$ cat config.mk
export PLATFORM = sky130hd
export DESIGN_NAME = rx_top
export DESIGN_NICKNAME = d
export VERILOG_FILES = /design/src/rtl/rx_top_pkg.sv /design/src/rtl/uart_rx_sync.sv /design/src/rtl/rx_top.sv
export SDC_FILE = /design/constraint.sdc
export NUM_CORES = 1
export LEC_CHECK = 0
export ABC_AREA = 1
export CORE_ASPECT_RATIO = 1.5
export CORE_MARGIN = 4
export CORE_UTILIZATION = 55
export CTS_BUF_LIST = sky130_fd_sc_hd__clkbuf_16
export CTS_CLUSTER_DIAMETER = 60
export DETAILED_ROUTE_END_ITERATION = 6
export DONT_BUFFER_PORTS = 1
export PLACE_DENSITY = 0.7
export SLEW_MARGIN = 5
export SYNTH_ARGS = -nofsm -noshare
export SYNTH_HDL_FRONTEND = slang
export SYNTH_SLANG_ARGS = --single-unit
$ cat constraint.sdc
create_clock -name RX_CLK -period 2.5 [get_ports RX_CLK]
set_input_delay 0.25 -clock RX_CLK [delete_from_list [all_inputs] [get_ports RX_CLK]]
set_output_delay 0.25 -clock RX_CLK [all_outputs]
set_load 0.02 [all_outputs]
$ cat src/rtl/rx_top_pkg.sv
// Shared definitions for the UART receive path (common with tx_top).
// Latency: n/a (types and constants only).
// Backpressure: n/a.
//
// Contents: default frame width and bit period, and the receiver FSM
// state encodings (3-bit).
package rx_top_pkg;

  localparam int DATA_WIDTH_DEF   = 8;
  localparam int CLKS_PER_BIT_DEF = 16;

  typedef enum logic [2:0] {
    ST_RECOVER = 3'd0,
    ST_IDLE    = 3'd1,
    ST_START   = 3'd2,
    ST_DATA    = 3'd3,
    ST_STOP    = 3'd4
  } rx_state_t;

endpackage

$ cat src/rtl/uart_rx_sync.sv
// Two-flop synchroniser for the asynchronous serial line plus falling-edge detect.
// Latency: fall asserts 2 RX_CLK edges after the line drops (combinational off the flops).
// Backpressure: none; free-running.
//
// Ports:
//   RX_CLK, RX_RST : receiver clock, synchronous active-high reset
//   RX_DATA        : raw serial line (asynchronous)
//   sync_line      : synchronised line level
//   fall           : one-cycle pulse when sync_line goes 1 -> 0
module uart_rx_sync (
  input  logic RX_CLK,
  input  logic RX_RST,
  input  logic RX_DATA,
  output logic sync_line,
  output logic fall
);

  logic meta_q;
  logic sync_q;
  logic prev_q;

  // All stages reset to the idle (high) level so reset itself never looks like an edge.
  always_ff @(posedge RX_CLK) begin
    if (RX_RST) begin
      meta_q <= 1'b1;
      sync_q <= 1'b1;
      prev_q <= 1'b1;
    end else begin
      meta_q <= RX_DATA;
      sync_q <= meta_q;
      prev_q <= sync_q;
    end
  end

  assign sync_line = sync_q;
  assign fall      = prev_q & ~sync_q;

endmodule

$ cat src/rtl/rx_top.sv
// UART receiver: 1 start, DATA_WIDTH data bits LSB first, 1 stop; one-deep valid/ready output.
// Latency: word visible 3 + CLKS_PER_BIT/2 + (DATA_WIDTH+1)*CLKS_PER_BIT cycles after the line falls.
// Backpressure: none on the line; a word completing while the holding register is full and
//               unaccepted is dropped and OVERRUN pulses.
//
// Ports:
//   RX_CLK, RX_RST      : clock, synchronous active-high reset
//   RX_DATA             : serial input, idle high
//   DATA_OUT / RX_VALID : received word and its valid flag; RX_READY accepts it
//   FRAME_ERR, OVERRUN  : one-cycle error pulses
//   RX_BUSY             : frame in progress (START, DATA, STOP)
// CLKS_PER_BIT must be even and at least 4.
module rx_top
  import rx_top_pkg::*;
#(
  parameter int DATA_WIDTH   = DATA_WIDTH_DEF,
  parameter int CLKS_PER_BIT = CLKS_PER_BIT_DEF
) (
  input  logic                  RX_CLK,
  input  logic                  RX_RST,
  input  logic                  RX_DATA,
  output logic [DATA_WIDTH-1:0] DATA_OUT,
  output logic                  RX_VALID,
  input  logic                  RX_READY,
  output logic                  FRAME_ERR,
  output logic                  OVERRUN,
  output logic                  RX_BUSY
);

  localparam int TW = $clog2(CLKS_PER_BIT);
  localparam int IW = $clog2(DATA_WIDTH + 1);

  localparam logic [TW-1:0] HALF_M1    = TW'(CLKS_PER_BIT / 2 - 1);
  localparam logic [TW-1:0] FULL_M1    = TW'(CLKS_PER_BIT - 1);
  localparam logic [TW-1:0] SETTLE_M1  = TW'(2);
  localparam logic [IW-1:0] LAST_IDX   = IW'(DATA_WIDTH - 1);

  logic sync_line;
  logic fall;

  uart_rx_sync u_sync (
    .RX_CLK    (RX_CLK),
    .RX_RST    (RX_RST),
    .RX_DATA   (RX_DATA),
    .sync_line (sync_line),
    .fall      (fall)
  );

  rx_state_t             state;
  logic [TW-1:0]         timer;
  logic [IW-1:0]         bit_idx;
  logic [DATA_WIDTH-1:0] shreg;

  always_ff @(posedge RX_CLK) begin
    if (RX_RST) begin
      state     <= ST_RECOVER;
      timer     <= '0;
      bit_idx   <= '0;
      shreg     <= '0;
      DATA_OUT  <= '0;
      RX_VALID  <= 1'b0;
      FRAME_ERR <= 1'b0;
      OVERRUN   <= 1'b0;
      RX_BUSY   <= 1'b0;
    end else begin
      FRAME_ERR <= 1'b0;
      OVERRUN   <= 1'b0;

      // Consumer handshake; a load in STOP below overrides this in the same cycle.
      if (RX_VALID && RX_READY) begin
        RX_VALID <= 1'b0;
      end

      unique case (state)
        ST_RECOVER: begin
          // The synchroniser's reset value of 1 is not evidence of an idle line, so the
          // high level must persist long enough to have flushed through both flops and
          // the edge detector before a falling edge can be trusted.
          if (!sync_line) begin
            timer <= '0;
          end else if (timer == SETTLE_M1) begin
            timer <= '0;
            state <= ST_IDLE;
          end else begin
            timer <= timer + 1'b1;
          end
        end

        ST_IDLE: begin
          if (fall) begin
            state   <= ST_START;
            timer   <= '0;
            RX_BUSY <= 1'b1;
          end
        end

        ST_START: begin
          if (timer == HALF_M1) begin
            timer <= '0;
            if (sync_line) begin
              // Line went back high before mid-bit: a glitch, not a start bit.
              state   <= ST_IDLE;
              RX_BUSY <= 1'b0;
            end else begin
              state   <= ST_DATA;
              bit_idx <= '0;
            end
          end else begin
            timer <= timer + 1'b1;
          end
        end

        ST_DATA: begin
          if (timer == FULL_M1) begin
            timer <= '0;
            shreg <= {sync_line, shreg[DATA_WIDTH-1:1]};
            if (bit_idx == LAST_IDX) begin
              state <= ST_STOP;
            end else begin
              bit_idx <= bit_idx + 1'b1;
            end
          end else begin
            timer <= timer + 1'b1;
          end
        end

        ST_STOP: begin
          if (timer == FULL_M1) begin
            timer   <= '0;
            RX_BUSY <= 1'b0;
            if (sync_line) begin
              state <= ST_IDLE;
              if (!RX_VALID || RX_READY) begin
                DATA_OUT <= shreg;
                RX_VALID <= 1'b1;
              end else begin
                OVERRUN <= 1'b1;
              end
            end else begin
              // Line is still low: wait for it to go idle before hunting for a start bit.
              state     <= ST_RECOVER;
              FRAME_ERR <= 1'b1;
            end
          end else begin
            timer <= timer + 1'b1;
          end
        end

        default: begin
          state   <= ST_RECOVER;
          timer   <= '0;
          RX_BUSY <= 1'b0;
        end
      endcase
    end
  end

endmodule

# After elaboration in Yosys (flattened, before gate mapping)
# Cells that the tools add are included.
[op_classes]
addsub = 2
eq_ne = 18
muxes = 33
bitwise_logic = 5
reduce_logical = 14
[ops]
columns = ["op", "count"]
rows = [
  ["4-bit two-way mux", 9],
  ["3-bit two-way mux", 7],
  ["2-bit inequality test (second input constant)", 8],
  ["4-bit case mux with 4 select lines", 1],
  ["3-bit case mux with 5 select lines", 1],
  ["1-bit two-way mux", 12],
  ["5-bit AND reduction", 2],
  ["4-bit by 1-bit adder with 4-bit output (second input constant)", 2],
  ["4-bit by 3-bit == test with 1-bit output (second input constant)", 2],
  ["4-bit case mux with 2 select lines", 1],
  ["7-bit AND reduction", 1],
  ["3-bit by 2-bit == test with 1-bit output (second input constant)", 2],
  ["4-bit by 2-bit == test with 1-bit output (second input constant)", 1],
  ["4-bit == test (second input constant)", 1],
  ["2-bit by 1-bit inequality test with 1-bit output (second input constant)", 2],
  ["1-bit NOT", 4],
  ["1-bit case mux with 4 select lines", 1],
  ["4-bit AND reduction", 1],
  ["2-bit OR reduction", 2],
  ["4-bit OR reduction", 1],
  ["3-bit by 1-bit == test with 1-bit output (second input constant)", 1],
  ["3-bit == test (second input constant)", 1],
  ["3-bit logical NOT", 1],
  ["3-bit OR reduction", 1],
  ["7 further kinds", 7],
]
[totals]
register_bits = 34
in_bits = 4
output_inout_bits = 12
word_cells = 84

# Depth between registers and ports, before layout
[depth]
word_depth = 6
ltp_mapped = 9
mapped_depth_nobuf = 9

# Hierarchy
# From an unflattened synthesis, not the netlist that was laid out.
[hier_totals]
hier_cells = 242
hier_area_um2 = 1640.3
[by_module_without_submodules]
columns = ["module", "n_inst", "cells_each", "area_each_um2", "seq_area_each_um2"]
rows = [
  ["rx_top", 1, 230, 1546.5, 620.6],
  ["uart_rx_sync", 1, 12, 93.8, 60.1],
]

# Worst setup path after synthesis
# OpenSTA, ideal clock, no wires.
[synth_path]
kind = "flip-flop to flip-flop"
startpoint = "register timer[1]"
endpoint = "register shreg[7]"
setup_ns = 0.122
arrival_time_ns = 1.228
t_required_ns = 2.378
slack_ns = 1.151
path_stages_with_launch = 8
n_path_buf = 0
period_less_slack_ns = 1.349
cell_sequence = "dfxtp_1 > ha_1 > nand3_2 > inv_1 > nand2_2 > clkinv_1 > o21ai_0 > a21oi_1"
[synth_between]
elab_chain_len = 2
[synth_rtl]
columns = ["element", "line", "rtl"]
rows = [
  ["start: declaration", "rx_top.sv:50", "logic [TW-1:0] timer;"],
  ["start signal: assignment", "rx_top.sv:85", "timer <= timer + 1'b1;"],
  ["start signal: assignment", "rx_top.sv:109", "timer <= timer + 1'b1;"],
  ["start signal: assignment", "rx_top.sv:123", "timer <= timer + 1'b1;"],
  ["4-bit == test", "rx_top.sv:114", "if (timer == FULL_M1) begin"],
  ["2-bit AND reduction (no line)", "--", ""],
  ["end signal: assignment", "rx_top.sv:116", "shreg <= {sync_line, shreg[DATA_WIDTH-1:1]};"],
  ["end: declaration", "rx_top.sv:52", "logic [DATA_WIDTH-1:0] shreg;"],
]
# No other way between the ends.
# A chain may end at the register's enable or synchronous reset.

# Worst setup path after layout
[layout_path]
startpoint = "register timer[1]"
endpoint = "register DATA_OUT[3]"
[layout_between]
elab_chain_len = 2
[layout_rtl]
columns = ["element", "line", "rtl"]
rows = [
  ["4-bit == test", "rx_top.sv:128", "if (timer == FULL_M1) begin"],
  ["4-bit AND reduction (no line)", "--", ""],
  ["end signal: assignment", "rx_top.sv:134", "DATA_OUT <= shreg;"],
  ["end: declaration", "rx_top.sv:22", "output logic [DATA_WIDTH-1:0] DATA_OUT,"],
]
# No other way between the ends.

==> impl_metrics.ini <==
[status]
status = completed

[place]
post-place-ws_ns = 0.969
gp_congestion = 0.869
dp_cells = 253
io_buffers = 0
dpl.hpwl_um = 2270

[worst_setup_path]
critPathTopFamily = simple AND/OR/NAND/NOR gates
r2r_slack_ns = 0.96
required_ns = 2.66
cp-end-kind = flop
slowest_stage = dfxtp_1
r2r_cells = 6
crit_type = flop to flop
cp_num_cells = 6
crit_fanout = 9
startpoint_type = flop
critPathLaunch = timer[1]
crit_buf_inv = 0
cp-endpoint = DATA_OUT[3]
cpPeakStageDelay_ns = 0.37
r2r-start = timer[1]
r2r-end = DATA_OUT[3]
worstPathArrival_ns = 1.70
path_cells = ha_1 > nand3_2 > nor2_1 > nand3_2 > o21ai_0 > nor2_1

[final_layout]
fin_cells = 261
multi_input_area_um2 = 791
area.growth.synth_to_final_pct = 10.9
fin_nets = 230
fillers = 254
register_area_um2 = 681
post-route-util_pct = 64.1
layout-drive-gt1-share_pct = 8.93
diodes = 0

[sta]
min_period_ns = 1.54
rsz0062_at_grt = no
drv_slew = 0
setup_ws_ns = 0.960
fin_skew_ns = 0.00427
finalSetupViolCount = 0
max_freq_mhz = 649
post-route-period-util_pct = 61.6
finalHoldViolCount = 0
fin_setup_tns_ns = 0
max_slew_margin_pct = 60.2
tightest_slew_ns = 0.596

[clocking]
path_clk_slew_ns = 0.05
cts_resized = 0
numCtsBuffers = 5
cts.path.max_buffers = 2
cts-root-buf = clkbuf_16
clock_latency_ns = 0.27
postCtsHoldBufs = 0
h-tree-depth = 2
cts_setup_buffers = 0
cts.sinks = 34
cts_tree = built

[yosys]
yosysSeqAreaShare_pct = 43.5
syn-instance-count = 219
yosys_warnings = 0
yosys_register_bits = 34
synth.distinct_cells = 28
syn_area_per_cell_um2 = 7.14
synthesis.area_um2 = 1560
syn-num-nets = 226

[routing]
drt_iter0_drc = 25
wl_um = 3000
drt-pass1-iter-count = 4
drc = 0
ant_nets = 0
wl_per_cell_um = 11.5
num_vias = 1370
via_per_inst = 5.25

[power_and_ir_drop]
p_sw_share_pct = 36.9
seq_power_share_pct = 36.2
p_switching_mw = 0.683
ir_drop_mv = 0.807
pwr-share-clk_pct = 30.3
p_int_mw = 1.17
finalPower_mw = 1.85
powerDensity_nw_per_um2 = 1070
p_leak_nw = 0.727
p_comb_share_pct = 33.5

[grt]
grt_usage_pct = 18.4
overflow = 0
grt_pass1_vias = 1265
grt_antenna_before_repair = 0
grt_start_max_net_pins = 25
grt_pass1_wl_um = 5200

[floorplan]
dieWidth_um = 51.5
initial_core_util_pct = 57.8
die_area_um2 = 3780
io_pins = 16
core_area_um2 = 2710
rows = 23
die_y_um = 73.3

[flow_run]
maxCapViolCount = 0

[min_path]
min_path_type = input port to flop
worst min path at each step:
stage	from	endpoint	cells after the start
detailed placement	RX_RST	bit_idx[3]	1
CTS	RX_RST	bit_idx[3]	1
global route	RX_RST	bit_idx[2]	1
finish	RX_RST	bit_idx[2]	1
floorplan	RX_RST	bit_idx[2]	1
global placement	RX_RST	bit_idx[3]	1
logic make-up (layout without fill, tap and decap cells):
group | count (synthesis) | in the layout | synth area share, %
and+or+nand+nor | 129 | 129 | 38.3
DFF | 34 | 34 | 43.5
AOI/OAI and AO/OA | 27 | 27 | 8.72
buffers and inverters | 24 | 29 | 5.92
adders and majority gates | 3 | 3 | 2.40
xor gates and xnor gates | 2 | 2 | 1.12
metrics by stage:
stage               area, um^2  hold slack [ns]
finish                    1730           0.0405
global route              1730           0.0418
CTS                       1730           0.0366
detailed placement        1600            0.326
global placement          1600            0.322
floorplan                 1560            0.319
power by group through the flow:
stage | Combinational, mW | Sequential, mW | Clock [mW]
final | 0.620 | 0.669 | 0.560
after global routing | 0.721 | 0.676 | 0.598
after CTS | 0.614 | 0.668 | 0.573
after detailed placement | 0.608 | 0.680 | 0
after global placement | 0.595 | 0.677 | 0
after floorplan | 0.531 | 0.649 | 0
placed cells by master (no fill, tap or decap), types with 2 or more instances in the layout:
cell type,n
nand3_1,17
or2_2,2
ha_1,3
nand2_1,35
clkbuf_16,5
inv_1,18
dfxtp_1,34
clkinv_1,4
nand3_2,6
a21oi_1,7
xor2_1,2
nand4_1,3
nor2_1,56
nor3_1,3
o21ai_0,18
cell type report:
cell class,count,share of cell area (%)
Clock buffer,5,7.22
Clock inverter,3,0.649
Inverter,21,4.62
Multi-Input combinational cell,161,45.6
Sequential cell,34,39.2
Tap cell,37,2.67
cell usage after synthesis, drive strengths merged:
| library cell | count | area [um^2] |
|---|---|---|
| nand3b | 1 | 7.51 |
| clkbuf | 1 | 3.75 |
| xor2 | 2 | 17.5 |
| nand4 | 3 | 18.8 |
| ha | 3 | 37.5 |
| a21oi | 7 | 35.0 |
| nand3 | 24 | 163 |
| nor2 | 58 | 228 |
| nand2 | 37 | 149 |
| inv | 19 | 71.3 |
| clkinv | 2 | 8.75 |
| or2 | 3 | 18.8 |
| o21ai | 19 | 95.1 |
| nor3 | 3 | 15.0 |
| buf | 2 | 8.75 |
| dfxtp | 34 | 681 |
| o22ai | 1 | 6.26 |
metal layers:
| layer | GRT usage (%) | vias to the layer above | part of all wire [%] |
|---|---|---|---|
| met3 | 5.07 | 10 | 3.6 |
| met1 | 17.3 | 621 | 38 |
| met2 | 34.1 | 27 | 55 |
| met5 | 0 | - | 0 |
| met4 | 11.1 | 0 | 3.2 |
| li1 | - | 712 | - |
flip-flops by register name (all words and copies together) (netlist names):
signal,cells
DATA_OUT,8
OVERRUN,1
timer,4
u_sync.meta_q,1
FRAME_ERR,1
shreg,8
bit_idx,4
u_sync.sync_line,1
RX_VALID,1
RX_BUSY,1
u_sync.prev_q,1
state,3
(Power assumes the default switching activity.)
